[src/rtl/serial_link_pkg.sv]
// -----------------------------------------------------------------------------
// serial_link_pkg
// Shared types and constants for the enable-qualified serial link.
//   tx_state_e        : transmitter FSM states
//   SERIAL_DATA_W     : default payload width
//   SERIAL_GAP_CYCLES : en=0 cycles inserted after each frame
// -----------------------------------------------------------------------------
package serial_link_pkg;

  typedef enum logic [1:0] {
    IDLE   = 2'd0,
    SHIFT  = 2'd1,
    GAP    = 2'd2,
    PARITY = 2'd3
  } tx_state_e;

  localparam int unsigned SERIAL_DATA_W     = 8;
  localparam int unsigned SERIAL_GAP_CYCLES = 1;

endpackage

[src/rtl/serial_frame_tx_piso_shreg.sv]
// -----------------------------------------------------------------------------
// piso_shreg
// Parallel-load, shift-right register with LSB output.
//   clk, rst   : clock, asynchronous active-high reset (clears contents)
//   load       : capture load_data (has priority over shift)
//   shift      : shift right by one, zero fill at the MSB
//   load_data  : parallel word
//   lsb        : current bit 0
// -----------------------------------------------------------------------------
module piso_shreg
  import serial_link_pkg::*;
#(
  parameter int unsigned WIDTH = SERIAL_DATA_W
) (
  input  logic             clk,
  input  logic             rst,
  input  logic             load,
  input  logic             shift,
  input  logic [WIDTH-1:0] load_data,
  output logic             lsb
);

  logic [WIDTH-1:0] sr_q;

  always_ff @(posedge clk or posedge rst) begin
    if (rst) begin
      sr_q <= '0;
    end else if (load) begin
      sr_q <= load_data;
    end else if (shift) begin
      sr_q <= {1'b0, sr_q[WIDTH-1:1]};
    end
  end

  assign lsb = sr_q[0];

endmodule

[src/rtl/serial_frame_tx.sv]
// -----------------------------------------------------------------------------
// serial_frame_tx
// Bit-serial frame transmitter. Accepts a DATA_W-bit word on a valid/ready
// handshake and sends it LSB-first on d, each bit qualified by en. Every frame
// is followed by a one-cycle en=0 gap carrying the frame_done pulse.
//
// Ports:
//   clk, rst    : clock, asynchronous active-high reset
//   tx_data     : word to send, sampled only on the accept edge
//   tx_valid    : producer has a word
//   tx_ready    : transmitter idle and able to accept
//   d           : serial data bit (registered)
//   en          : bit-valid strobe (registered)
//   busy        : frame in progress (SHIFT, PARITY or GAP)
//   frame_done  : one-cycle pulse during the gap after a frame
//
// Build option:
//   SERIAL_FRAME_TX_PARITY_EN : when defined, an even-parity bit is appended
//                               as one extra strobed bit after the data.
// -----------------------------------------------------------------------------
module serial_frame_tx
  import serial_link_pkg::*;
#(
  parameter int unsigned DATA_W = SERIAL_DATA_W
) (
  input  logic              clk,
  input  logic              rst,
  input  logic [DATA_W-1:0] tx_data,
  input  logic              tx_valid,
  output logic              tx_ready,
  output logic              d,
  output logic              en,
  output logic              busy,
  output logic              frame_done
);

  localparam int unsigned     CNT_W    = $clog2(DATA_W + 1);
  localparam logic [CNT_W-1:0] LAST_BIT = CNT_W'(DATA_W - 1);
  localparam logic [CNT_W-1:0] LAST_GAP = CNT_W'(SERIAL_GAP_CYCLES - 1);

  tx_state_e        state_q, state_d;
  logic [CNT_W-1:0] cnt_q, cnt_d;
  logic             d_q, d_d;
  logic             en_q, en_d;
  logic             done_q, done_d;
  logic             sr_load, sr_shift, sr_lsb;
  logic [DATA_W-1:0] sr_load_data;
`ifdef SERIAL_FRAME_TX_PARITY_EN
  logic             par_q, par_d;
`endif

  // Bit 0 goes straight into the d register on the accept edge, so the shift
  // register is loaded one position ahead: during data bit k it holds
  // word >> (k+1) and its LSB is the next bit to drive.
  assign sr_load_data = {1'b0, tx_data[DATA_W-1:1]};

  piso_shreg #(
    .WIDTH (DATA_W)
  ) u_shreg (
    .clk       (clk),
    .rst       (rst),
    .load      (sr_load),
    .shift     (sr_shift),
    .load_data (sr_load_data),
    .lsb       (sr_lsb)
  );

  always_ff @(posedge clk or posedge rst) begin
    if (rst) begin
      state_q <= IDLE;
      cnt_q   <= '0;
      d_q     <= 1'b0;
      en_q    <= 1'b0;
      done_q  <= 1'b0;
`ifdef SERIAL_FRAME_TX_PARITY_EN
      par_q   <= 1'b0;
`endif
    end else begin
      state_q <= state_d;
      cnt_q   <= cnt_d;
      d_q     <= d_d;
      en_q    <= en_d;
      done_q  <= done_d;
`ifdef SERIAL_FRAME_TX_PARITY_EN
      par_q   <= par_d;
`endif
    end
  end

  // Next-state logic computes the values d/en/frame_done take in the *next*
  // cycle, so the registered outputs line up with the state they belong to.
  always_comb begin
    state_d  = state_q;
    cnt_d    = cnt_q;
    d_d      = 1'b0;
    en_d     = 1'b0;
    done_d   = 1'b0;
    sr_load  = 1'b0;
    sr_shift = 1'b0;
`ifdef SERIAL_FRAME_TX_PARITY_EN
    par_d    = par_q;
`endif

    case (state_q)
      IDLE: begin
        if (tx_valid) begin
          state_d = SHIFT;
          cnt_d   = '0;
          sr_load = 1'b1;
          d_d     = tx_data[0];
          en_d    = 1'b1;
`ifdef SERIAL_FRAME_TX_PARITY_EN
          par_d   = ^tx_data;
`endif
        end
      end

      SHIFT: begin
        sr_shift = 1'b1;
        cnt_d    = cnt_q + 1'b1;
        if (cnt_q == LAST_BIT) begin
`ifdef SERIAL_FRAME_TX_PARITY_EN
          state_d = PARITY;
          d_d     = par_q;
          en_d    = 1'b1;
`else
          state_d = GAP;
          cnt_d   = '0;
          done_d  = 1'b1;
`endif
        end else begin
          d_d  = sr_lsb;
          en_d = 1'b1;
        end
      end

`ifdef SERIAL_FRAME_TX_PARITY_EN
      PARITY: begin
        state_d = GAP;
        cnt_d   = '0;
        done_d  = 1'b1;
      end
`endif

      GAP: begin
        if (cnt_q == LAST_GAP) begin
          state_d = IDLE;
        end else begin
          cnt_d = cnt_q + 1'b1;
        end
      end

      default: begin
        state_d = IDLE;
      end
    endcase
  end

  assign tx_ready   = (state_q == IDLE);
  assign busy       = (state_q != IDLE);
  assign d          = d_q;
  assign en         = en_q;
  assign frame_done = done_q;

endmodule

[config.mk]
export PLATFORM = sky130hd
export DESIGN_NAME = serial_frame_tx
export DESIGN_NICKNAME = d
export VERILOG_FILES = /design/src/rtl/serial_link_pkg.sv /design/src/rtl/serial_frame_tx_piso_shreg.sv /design/src/rtl/serial_frame_tx.sv
export SDC_FILE = /design/constraint.sdc
export NUM_CORES = 1
export LEC_CHECK = 0
export BUFFER_PORTS_ARGS = -buffer_cell sky130_fd_sc_hd__buf_2
export CAP_MARGIN = 15
export CORE_UTILIZATION = 30
export DETAILED_ROUTE_END_ITERATION = 7
export GPL_ROUTABILITY_DRIVEN = 0
export SETUP_SLACK_MARGIN = 0.05
export SYNTH_ARGS = -nofsm -noshare
export SYNTH_HDL_FRONTEND = slang
export SYNTH_SLANG_ARGS = --single-unit
[constraint.sdc]
create_clock -name clk -period 3.2 [get_ports clk]
set_clock_uncertainty 0.15 [all_clocks]
set_input_delay 0.16 -clock clk [delete_from_list [all_inputs] [get_ports clk]]
set_output_delay 0.16 -clock clk [all_outputs]
set_load 0.005 [all_outputs]
# Yosys cells after proc, flatten, opt, wreduce, memory -nomap -nowiden
# Cells that the tools add are included.
# Widths: inputs -> output; s select.
[classes]
reduce_logical = 7
n_eq_ne = 7
n_addsub = 1
muxes = 20
[ops]
columns = ["operator", "n"]
rows = [
  ["$mux 8", 2],
  ["$mux 4", 3],
  ["$pmux 4 s3", 1],
  ["$mux 1", 8],
  ["$ne 2x2->1 const B", 4],
  ["$mux 2", 3],
  ["$pmux 2 s3", 1],
  ["$reduce_and 3->1", 2],
  ["$add 4x1->4 const B", 1],
  ["$eq 4x3->1 const B", 1],
  ["$logic_not 4->1", 1],
  ["$pmux 1 s2", 2],
  ["$reduce_bool 2->1", 2],
  ["$reduce_bool 3->1", 1],
  ["$eq 2x1->1 const B", 1],
  ["$eq 2x2->1 const B", 1],
  ["$logic_not 2->1", 1],
]
[totals]
in_bits = 11
word_cells = 41
output_inout_bits = 5
reg_bits = 17

# Logic depth before layout (Yosys ltp)
[depth]
depth_word = 4
ltp_mapped = 7
ltp_nobuf = 6

# Modules after synthesis
# From an unflattened synthesis, not the netlist that was laid out.
[hier_totals]
cells_unflattened = 86
area_unflattened_um2 = 900.9
[modules_own_cells]
columns = ["mod", "cells_each", "seq_area_each_um2", "instances", "area_per_inst_um2"]
rows = [
  ["serial_frame_tx", 51, 225.2, 1, 528.0],
  ["piso_shreg", 35, 200.2, 1, 372.9],
]

# Worst setup path after synthesis
# Ideal clock, no wire load.
[synth_timing]
path_kind = "flip-flop to flip-flop"
from = "register state_q[0]"
to = "register cnt_q[2]"
path_buffers = 0
setup_ns = 0.121
path_slack_ns = 1.381
required_ns = 2.929
synth_period_minus_slack_ns = 1.819
t_arrival_ns = 1.548
stages_incl_launch_ff = 7
cell_sequence = "dfrtp_1 -> inv_1 -> ha_1 -> and2b_4 -> a311oi_4 -> o21ai_0 -> a22o_2"
[synth_via]
elab_chain_len = 3
word_cells_on_any_way = 8
cone_classes = "eq/ne (4); mux (1); reduce/logical (3)"
[synth_rtl]
columns = ["element", "line", "source"]
rows = [
  ["start, declared", "serial_frame_tx.sv:41", "tx_state_e state_q, state_d;"],
  ["start signal, assigned", "serial_frame_tx.sv:79", "state_q <= state_d;"],
  ["$logic_not 2->1 *", "-", ""],
  ["named net tx_ready", "serial_frame_tx.sv:30", "output logic tx_ready,"],
  ["$ne 2x2->1 (no source line) or $reduce_bool 3->1 (tied branches)", "-", ""],
  ["$reduce_and 3->1 (no source line)", "-", ""],
  ["end signal, assigned", "serial_frame_tx.sv:80", "cnt_q <= cnt_d;"],
  ["end, declared", "serial_frame_tx.sv:42", "logic [CNT_W-1:0] cnt_q, cnt_d;"],
]
# The timed path passes the listed nets; every way through them passes the cells marked *.
# A chain may end at the register's enable or synchronous reset.

# Worst setup path in the final report
[layout_timing]
from = "register state_q[0]"
to = "register cnt_q[2]"
[layout_via]
elab_chain_len = 3
word_cells_on_any_way = 8
cone_classes = "eq/ne (4); mux (1); reduce/logical (3)"
[layout_rtl]
columns = ["element", "line", "source"]
rows = [
  ["$eq 2x2->1 (tied with other cells)", "serial_frame_tx.sv:104", "case (state_q)"],
  ["$ne 2x2->1 (no source line) or $reduce_bool 3->1 (tied branches)", "-", ""],
  ["$reduce_and 3->1 (no source line)", "-", ""],
]
# Several ways; a longest one is shown, not always the timed one.

==> results_dict.tcl <==
set metrics [dict create \
    nFillCells 264 \
    synth_fa_ha_area_share_pct 8.86 \
    gr-max-usage-layer "met2" \
    slowest_stage "dfrtp_1" \
    end_kind "register" \
    initial_core_util_pct 33.0 \
    ios 16 \
    drv_slew 0 \
    port_buffers 15 \
    clock_latency_ns 0.28 \
    grt_pass1_vias 589 \
    cp_cell_sequence "inv_1 -> ha_1 -> and2b_4 -> a311oi_4 -> o21ai_0 -> a22o_2" \
    finalCritPeriodShare_pct 60.4 \
    run_status "completed" \
    grt_overflow 0 \
    syn_to_final_growth_pct 26.7 \
    viasPerCell 4.71 \
    drc 0 \
    period_needed_ns 1.93 \
    final_nets 124 \
    antenna_found_initial 0 \
    die_x_um 55.1 \
    ir_worst_vdd_v 0.000359 \
    synth_mux_area_share_pct 9.45 \
    worstPathRequired_ns 3.22 \
    crit_type "register to register" \
    clockBufferDepth 2 \
    path_delay_family "compound AO/OA/AOI/OAI gates" \
    ys_seq_area_share_pct 47.3 \
    netlist_instances 81 \
    die-height_um 55.1 \
    wl_per_cell_um 11.1 \
    p_leak_nw 0.538 \
    cts-root-buf "clkbuf_4" \
    regArea_sq_um 400 \
    hp-class "input port to asynchronous set/reset pin" \
    rsz0062_at_grt "false" \
    synth_top_family_by_area "compound AO/OA/AOI/OAI gates" \
    h-tree-depth 1 \
    core_area_sq_mm 0.00257 \
    tightest_slew_ns 0.598 \
    grt.met2_usage_pct 18.9 \
    yosysUniqueCellTypes 26 \
    ys_seq_elements 16 \
    holdWs_ns 0.329 \
    multiInputGateArea_sq_um 400 \
    cts_buffers 3 \
    setup_viol 0 \
    cts_sinks 16 \
    fin_tns_setup_ns 0 \
    track_usage_pct 12.6 \
    max_stage_delay_ns 0.38 \
    die-area_sq_mm 0.00304 \
    relSlewSlack_pct 60.1 \
    drive_above_1_share_pct 21.7 \
    syn_area_sq_um 847 \
    hold_viol_final 0 \
    synth-compound-area-share_pct 16.2 \
    crit_arrival_ns 1.96 \
    worst-path-buf-inv 1 \
    fmax_ghz 0.517 \
    cts_tree "done" \
    maxCapViolations 0 \
    drt-total-wl_um 1510 \
    cts.clk_slew.worst_paths_ns 0.09 \
    p_per_area_mw_per_mm2 698 \
    antennaDiodeCount 0 \
    num_rows 18 \
    ctsResizeCount 0 \
    postRouteAntennaNets 0 \
    gr-usage-met1_pct 16.6 \
    synth_warnings 0 \
    hpwl_um 1110 \
    yosys.area_share.simple_pct 12.7 \
    startpoint_type "register" \
    grt_pass1_wl_um 2600 \
    syn_avg_cell_area_sq_um 10.5 \
    vias 640 \
    use_met3_pct 4.92 \
    first_pass_iters 4 \
    synth_fp_nets 98 \
    worstPathMaxFanout 5 \
    yosys.area_share.xor_xnor_pct 0 \
    drt_iter0_markers 9 \
    grt_max_degree 17 \
]
cells in the mapped netlist:
library cell	number	area share, %
o31ai_1	1	0.89
buf_2	1	0.59
nand3_1	1	0.59
mux2i_1	8	9.5
a21oi_1	2	1.2
a22o_1	1	1.0
clkbuf_1	2	0.89
or3b_1	1	1.0
a32o_1	1	1.2
and2_1	1	0.74
and2b_4	1	1.2
o22ai_1	1	0.74
ha_1	6	8.9
a22o_2	1	1.2
nand2_1	10	4.4
dfrtp_1	16	47
a31oi_1	1	0.74
nor2_1	2	0.89
nand3b_1	1	0.89
nand2b_1	1	0.74
nand3b_2	1	1.3
a311oi_4	1	3.1
inv_1	9	4.0
nor3b_1	1	0.89
o21ai_0	9	5.3
o21a_1	1	0.89
power by group:
part	leakage (nW)	internal, mW	switching (mW)
Clock	0.0210	0.0692	0.0605
Combinational	0.311	0.150	0.165
Sequential	0.206	0.270	0.0342
Total	0.538	0.489	0.260
cell type report:
type                            count  share of cell area [%]
Clock buffer                        4                    3.38
Inverter                            9                    3.15
Multi-Input combinational cell     53                    37.3
Sequential cell                    16                    37.3
Tap cell                           30                    3.50
Timing Repair Buffer               24                    15.4
through the flow:
stage          instances  cell area [sq um]  worst slack, ns  total power, mW  utilization [%]
2_1_floorplan         81                847             1.38            0.545                -
3_3_place_gp         123                947             1.33            0.613             36.9
3_5_place_dp         123                947             1.29            0.620             36.9
6_report             136               1070             1.27            0.749             41.8
4_1_cts              136               1070             1.27            0.764             41.8
5_1_grt              136               1070             1.15            0.825             41.8
registers in the layout, indices dropped and copies added (netlist names):
register      count
en                1
d                 1
state_q           2
frame_done        1
cnt_q             4
u_shreg.sr_q      7
worst paths after layout:
check	from	to	cells past startpoint	slack (ns)
hold / removal	rst	state_q[0]	3	0.33
setup reg to reg	state_q[0]	cnt_q[2]	6	1.27
max in group asynchronous	rst	cnt_q[0]	3	2.18
hold reg to reg	u_shreg.sr_q[0]	d	1	0.38
setup / recovery	state_q[0]	cnt_q[2]	6	1.27
min in group clk	tx_valid	cnt_q[0]	4	0.33
cell usage in the layout (no fill, tap or decap), drive strengths merged, types with 2 or more instances in the layout:
cell and instances:
dfrtp 16, buf 15, nand2 10, o21ai 9, inv 9, dlygate4sd3 9, mux2i 8, ha 6
clkbuf 4, nor2 2, a21oi 2, nand3b 2, a22o 2
logic make-up after synthesis:
kind of cell / after synthesis
fa+ha+maj: 6
simple gates: 20
buf+inv: 12
compound gates: 19
mux: 8
flops: 16
worst reg2reg max path, stage by stage (launching register included):
cell and delay (ns):
dfrtp_1 0.38, inv_1 0.08, ha_1 0.24, and2b_4 0.19, a311oi_4 0.36, o21ai_0 0.15
a22o_2 0.27
timing repair:
item / 4_1_cts / 5_1_grt
buffers inserted: 0 / 0
hold endpoints to repair: 24 / 0
hold buffers: 9 / 0
metal layers:
layer | wire length, um | vias to the layer above
met3 | 55 | 2
met2 | 701 | 10
met4 | 12 | 0
li1 | - | 328
met5 | 0 | -
met1 | 735 | 300
Note: power is estimated with default switching activity, not from simulation.
